File: config.mk
export PLATFORM = sky130hd
export DESIGN_NAME = spi_responder
export DESIGN_NICKNAME = d
export VERILOG_FILES = /design/src/rtl/gigatron_spi_pkg.sv /design/src/rtl/spi_sync_edge.sv /design/src/rtl/spi_responder.sv
export SDC_FILE = /design/constraint.sdc
export NUM_CORES = 1
export LEC_CHECK = 0
export ABC_AREA = 1
export CORE_UTILIZATION = 57
export CTS_CLUSTER_SIZE = 10
export DETAILED_ROUTE_END_ITERATION = 7
export GPL_TIMING_DRIVEN = 0
export PLACE_DENSITY = 0.9
export RECOVER_POWER = 50
export SLEW_MARGIN = 10
export SYNTH_ARGS = -nofsm -noshare
export SYNTH_HDL_FRONTEND = slang
export SYNTH_SLANG_ARGS = --single-unit
File: constraint.sdc
create_clock -name CLK -period 2.4 [get_ports CLK]
set_input_delay 0.6 -clock CLK [delete_from_list [all_inputs] [get_ports CLK]]
set_output_delay 0.6 -clock CLK [all_outputs]
set_load 0.005 [all_outputs]
File: src/rtl/gigatron_spi_pkg.sv
// Shared definitions for the Gigatron SPI responder: default parameters,
// responder state encoding and the SPI edge classifier.
package gigatron_spi_pkg;

  localparam logic [7:0] SPI_FILL_DEFAULT = 8'hFF;
  localparam int         SPI_SYNC_DEFAULT = 2;

  typedef struct packed {
    logic lead;
    logic trail;
  } spi_edge_t;

  typedef enum logic [1:0] {
    ST_LOCKOUT,
    ST_IDLE,
    ST_SEL
  } spi_state_t;

  // Leading edge leaves the idle level, trailing edge returns to it.
  function automatic spi_edge_t spi_edges(input logic prev, input logic cur,
                                          input logic idle);
    spi_edge_t e;
    e.lead  = (prev == idle) && (cur != idle);
    e.trail = (prev != idle) && (cur == idle);
    return e;
  endfunction

endpackage

File: src/rtl/spi_sync_edge.sv
// N-stage synchronizer for one asynchronous SPI pin, plus leading/trailing
// edge strobes relative to the pin's idle level.
module spi_sync_edge
  import gigatron_spi_pkg::*;
#(
  parameter int   STAGES = SPI_SYNC_DEFAULT,
  parameter logic IDLE   = 1'b0
) (
  input  logic i_clk,
  input  logic i_rst,
  input  logic i_pin,
  output logic o_level,
  output logic o_lead,
  output logic o_trail
);

  logic [STAGES-1:0] r_sync;
  logic              r_prev;
  spi_edge_t         w_edge;

  // NOTE: the synchronizer chain is deliberately left unreset so that after
  // reset it still reflects the real pin; only the edge history is reset.
  always_ff @(posedge i_clk) begin
    r_sync[0] <= i_pin;
    for (int i = 1; i < STAGES; i++) r_sync[i] <= r_sync[i-1];
  end

  always_ff @(posedge i_clk) begin
    if (i_rst) r_prev <= IDLE;
    else       r_prev <= r_sync[STAGES-1];
  end

  assign o_level = r_sync[STAGES-1];
  assign w_edge  = spi_edges(r_prev, o_level, IDLE);
  assign o_lead  = w_edge.lead;
  assign o_trail = w_edge.trail;

endmodule

File: src/rtl/spi_responder.sv
// SPI mode CPOL/CPHA=0 target for the Gigatron bit-banged master: oversampled
// pins in the CLK domain, byte-wide valid/ready RX and TX streams.
module spi_responder
  import gigatron_spi_pkg::*;
#(
  parameter logic       CPOL        = 1'b0,
  parameter logic [7:0] FILL        = SPI_FILL_DEFAULT,
  parameter int         SYNC_STAGES = SPI_SYNC_DEFAULT
) (
  input  logic       CLK,
  input  logic       RST,
  input  logic       SCK,
  input  logic       MOSI,
  input  logic       nSS,
  output logic       MISO,
  output logic       MISO_OE,
  output logic [7:0] RX_DATA,
  output logic       RX_VALID,
  input  logic       RX_READY,
  output logic       RX_OVR,
  input  logic [7:0] TX_DATA,
  input  logic       TX_VALID,
  output logic       TX_READY,
  output logic       TX_UNDR
);

  logic w_sck_lead, w_sck_trail, w_unused_sck_level;
  logic w_nss_s, w_nss_lead, w_nss_trail;
  logic w_mosi_s, w_unused_mosi_lead, w_unused_mosi_trail;

  spi_sync_edge #(.STAGES(SYNC_STAGES), .IDLE(CPOL)) u_sync_sck (
    .i_clk(CLK), .i_rst(RST), .i_pin(SCK),
    .o_level(w_unused_sck_level), .o_lead(w_sck_lead), .o_trail(w_sck_trail)
  );

  spi_sync_edge #(.STAGES(SYNC_STAGES), .IDLE(1'b1)) u_sync_nss (
    .i_clk(CLK), .i_rst(RST), .i_pin(nSS),
    .o_level(w_nss_s), .o_lead(w_nss_lead), .o_trail(w_nss_trail)
  );

  spi_sync_edge #(.STAGES(SYNC_STAGES), .IDLE(1'b0)) u_sync_mosi (
    .i_clk(CLK), .i_rst(RST), .i_pin(MOSI),
    .o_level(w_mosi_s), .o_lead(w_unused_mosi_lead), .o_trail(w_unused_mosi_trail)
  );

  spi_state_t r_state, w_state_next;
  logic [2:0] r_bit_cnt;
  logic [7:0] r_rx_shift, r_rx_data, r_tx_shift, r_hold;
  logic       r_rx_valid, r_rx_ovr, r_hold_full, r_tx_undr;
  logic       w_select, w_deselect, w_shift_in, w_shift_out, w_load;
  logic [7:0] w_rx_byte;

  // State register.
  always_ff @(posedge CLK) begin
    if (RST) r_state <= ST_LOCKOUT;
    else     r_state <= w_state_next;
  end

  // LOCKOUT keeps a select that was already low at reset from being taken.
  always_comb begin
    // NOTE: default first so every path assigns and no latch is inferred.
    w_state_next = r_state;
    case (r_state)
      ST_LOCKOUT: if (w_nss_s)     w_state_next = ST_IDLE;
      ST_IDLE:    if (w_nss_lead)  w_state_next = ST_SEL;
      ST_SEL:     if (w_nss_trail) w_state_next = ST_IDLE;
      default:                     w_state_next = ST_LOCKOUT;
    endcase
  end

  always_comb begin
    w_select    = (r_state == ST_IDLE) && w_nss_lead;
    w_deselect  = (r_state == ST_SEL) && w_nss_trail;
    w_shift_in  = (r_state == ST_SEL) && !w_nss_trail && w_sck_lead;
    w_shift_out = (r_state == ST_SEL) && !w_nss_trail && w_sck_trail;
    w_load      = w_select || (w_shift_out && (r_bit_cnt == 3'd0));
    MISO_OE     = (r_state == ST_SEL);
    MISO        = MISO_OE ? r_tx_shift[7] : 1'b1;
  end

  assign w_rx_byte = {r_rx_shift[6:0], w_mosi_s};

  // Receive path: shift on leading edges, hand off on the eighth.
  always_ff @(posedge CLK) begin
    if (RST) begin
      r_bit_cnt  <= 3'd0;
      r_rx_shift <= 8'h00;
      r_rx_data  <= 8'h00;
      r_rx_valid <= 1'b0;
      r_rx_ovr   <= 1'b0;
    end else begin
      r_rx_ovr <= 1'b0;
      if (r_rx_valid && RX_READY) r_rx_valid <= 1'b0;
      if (w_deselect) begin
        r_bit_cnt  <= 3'd0;
        r_rx_shift <= 8'h00;
      end else if (w_select) begin
        r_bit_cnt <= 3'd0;
      end else if (w_shift_in) begin
        r_rx_shift <= w_rx_byte;
        r_bit_cnt  <= r_bit_cnt + 3'd1;
        if (r_bit_cnt == 3'd7) begin
          if (!r_rx_valid || RX_READY) begin
            r_rx_data  <= w_rx_byte;
            r_rx_valid <= 1'b1;
          end else begin
            r_rx_ovr <= 1'b1;
          end
        end
      end
    end
  end

  // Transmit path: a load sees the holding register as it was before any
  // write in the same cycle, so a racing write lands in holding instead.
  always_ff @(posedge CLK) begin
    if (RST) begin
      r_tx_shift  <= 8'h00;
      r_hold      <= 8'h00;
      r_hold_full <= 1'b0;
      r_tx_undr   <= 1'b0;
    end else begin
      r_tx_undr <= 1'b0;
      if (w_load) begin
        if (r_hold_full) begin
          r_tx_shift  <= r_hold;
          r_hold_full <= 1'b0;
        end else begin
          r_tx_shift <= FILL;
          r_tx_undr  <= 1'b1;
        end
      end else if (w_shift_out) begin
        r_tx_shift <= {r_tx_shift[6:0], 1'b0};
      end
      if (TX_VALID && !r_hold_full) begin
        r_hold      <= TX_DATA;
        r_hold_full <= 1'b1;
      end
    end
  end

  assign RX_DATA  = r_rx_data;
  assign RX_VALID = r_rx_valid;
  assign RX_OVR   = r_rx_ovr;
  assign TX_READY = !r_hold_full;
  assign TX_UNDR  = r_tx_undr;

endmodule

==> reports/summary.json <==
{
  "run_status": "complete, no violations",
  "grt-ovfl-total": 0,
  "postSynthRegisterBits": 48,
  "synthDistinctLibCells": 24,
  "synth_area_per_cell_um2": 7.65,
  "coreArea_um2": 3130,
  "drt_iter0_drc": 66,
  "cts-htree-levels": 2,
  "clock-sinks": 48,
  "grt_antenna_before_repair": 0,
  "ant_nets": 0,
  "yosys-mux-area-fraction_pct": 0,
  "grt.busiest_layer": "met2",
  "timing_max_transition_violations_final": 0,
  "worst_r2r_endpoint": "r_bit_cnt[2]",
  "areaGrowthSynthToFinish_pct": 17.2,
  "fmax_mhz": 444,
  "p_per_area_nw_per_um2": 576,
  "fraction_of_final_layout_cells_with_drive_strength_greater_than_1_pct": 6.34,
  "worstMarginPinSlew_ns": 0.510,
  "start_util_pct": 61.6,
  "holdPathStages": 0,
  "cpPeakStageDelay_ns": 0.58,
  "buffer_ports.inserted": 27,
  "met1_usage_pct": 26.4,
  "min_from": "u_sync_mosi.r_sync[0]",
  "fin_crit_sh_pct": 93.9,
  "worst_setup_path_start_kind": "flop",
  "synth.area.top_cells": "dfxtp_1 50%, nand2_1 12%, nor2_1 8.8%",
  "postLayoutCellArea_um2": 2260,
  "route.detailed.vias_per_inst": 4.87,
  "grt_pass1_wl_um": 5980,
  "synth_top_family_by_area": "simple AND/OR/NAND/NOR gates",
  "synthesis.instances": 252,
  "layout.cells.most_common": "nand2_1",
  "path_max_fanout": 10,
  "timing.setup.tns_ns": 0,
  "cts_root_buffer": "clkbuf_4",
  "holdCritPathClass": "reg2reg",
  "critical_path.slowest_cell": "clkdlybuf4s50_1",
  "postCtsSetupRepairBufs": 0,
  "drtPass1Iterations": 4,
  "final_hold_viol_count": 0,
  "synthesized_area_fraction_occupied_by_ao_oa_aoi_and_oai_cells_pct": 10.9,
  "grt.met3_usage_pct": 4.76,
  "synth-warning-count": 0,
  "worst_hold_path.endpoint": "u_sync_mosi.r_sync[1]",
  "sequential_fraction_of_the_synthesis_area_pct": 49.8,
  "grt_setup_unrepaired": "no",
  "synth_nets": 270,
  "design.die.area_um2": 3620,
  "clock_path_buffers": 2,
  "synth-adder-area-share_pct": 1.95,
  "inserted_clock_buffers": 5,
  "synth.cell_area_um2": 1930,
  "via_count_of_the_first_global_routing_pass": 1450,
  "rr_startpoint": "r_state[0]",
  "synthDominantCellAreaShare_pct": 49.8,
  "drc_errors": 0,
  "yosys.area_share.xor_xnor_pct": 0,
  "final_period_minus_worst_setup_slack_ns": 2.25,
  "ioPinCount": 29,
  "average_routed_wire_per_standard_cell_um": 10.4,
  "critPathRequiredTime_ns": 1.80,
  "number_of_hold_repair_buffers_added_at_the_cts_stage": 0,
  "crit_path_cell_trace": "inv_1 -> clkbuf_1 -> clkdlybuf4s50_1",
  "drt_wl_total_um": 3430,
  "post-dp-hpwl_um": 2540,
  "synth_top_cell_by_area": "dfxtp_1",
  "cts_resized": 0,
  "vias": 1597,
  "worstSetupEndpointType": "output port",
  "tritoncts_clock_tree": "done",
  "antenna_cells_inserted": 0,
  "r2r_cells": 8,
  "grt_max_degree": 13,
  "path_clk_slew_ns": 0.11,
  "worstSkewPairLatency_ns": 0.35,
  "gpl.final_weighted_congestion": 0.791,
  "grt.met2_usage_pct": 37.8,
  "commonest_cells_after_routing_fill_and_taps_aside": "63 x nand2_1, 48 x dfxtp_1, 46 x nor2_1",
  "synth-simple-area-share_pct": 28.8,
  "fin_skew_ns": 0.00730,
  "rows": 20,
  "gr-usage-all-layers_pct": 22.5,
  "max-cap-violations": 0,
  "dieHeight_um": 60.2,
  "die_w_um": 60.2,
  "worst-endpoint-arrival_ns": 1.65,
  "placed_cell_area_um2": 2250,
  "setup.worst_path.class": "reg2out",
  "rrSetupSlack_ns": 0.67,
  "maximum_resistive_drop_on_vdd_uv": 381,
  "slew_headroom_pct": 65.8,
  "leakage_nw": 1.03,
  "finalSetupViolCount": 0,
  "nets": 304
}
through the flow:
step / worst slack [ns] / util, % / instances / hold slack (ns) / power (mW)
after CTS: 0.120 / 73.2 / 328 / 0.340 / 1.32
after global routing: 0.0444 / 72.2 / 328 / 0.349 / 1.37
after floorplan: 1.05 / - / 252 / 0.310 / 0.957
final: 0.147 / 72.2 / 328 / 0.339 / 1.30
after detailed placement: 0.536 / 72.0 / 323 / 0.313 / 1.01
after global placement: 0.543 / 72.0 / 323 / 0.312 / 1.00
sequential cells by signal, indices dropped and copies added, names as in the netlist, 3 cells and up:
name	cells
r_tx_shift	8
r_rx_shift	7
r_hold	8
RX_DATA	8
r_bit_cnt	3
synth_stat cells (all sizes together):
cell     n
a21oi   22
buf      7
clkbuf   2
clkinv   1
dfxtp   48
ha       3
inv     23
nand2   66
nand3    4
nand3b   6
nand4    1
nor2    48
nor3     1
o211ai   2
o21ai   17
or2      1
cell type report:
class | count | area [um2]
Timing Repair Buffer | 27 | 270
Buffer | 9 | 55.1
Multi-Input combinational cell | 171 | 791
Inverter | 24 | 90.1
Sequential cell | 48 | 961
Tap cell | 44 | 55.1
Fill cell | 273 | 868
Clock buffer | 5 | 37.5
logic make-up (layout without fill, tap and decap cells):
| kind of cell | count (synthesis) | in the layout |
|---|---|---|
| flops | 48 | 48 |
| compound gates | 41 | 41 |
| buf+inv | 33 | 65 |
| simple gates | 127 | 127 |
| fa+ha+maj | 3 | 3 |
power breakdown:
group          total (mW)  leakage, nW  internal [mW]  switching [mW]
sequential          0.846        0.393          0.830          0.0160
clock               0.318       0.0230         0.0983           0.219
combinational       0.139        0.609         0.0625          0.0761
total                1.30         1.03          0.990           0.312
routing by layer:
| metal | wire [um] | vias to the layer above |
|---|---|---|
| met5 | 0 | - |
| met4 | 80 | 0 |
| met3 | 135 | 8 |
| met2 | 1700 | 41 |
| met1 | 1510 | 690 |
| li1 | - | 858 |
worst max-delay path by stage:
stage                                to   startpoint  slack [ns]
after floorplan           r_rx_shift[0]          RST        1.05
after global placement         TX_READY  r_hold_full        0.54
after detailed placement       TX_READY  r_hold_full        0.54
after CTS                      TX_READY  r_hold_full        0.12
after global routing           TX_READY  r_hold_full        0.04
final                          TX_READY  r_hold_full        0.15
worst max-delay path: cells and delay by family, from the launching register on:
kind	cells	cell delay [ns]
buffers and inverters	3	0.97
flip-flops	1	0.33
No activity file was read; power rests on OpenSTA's default activity.
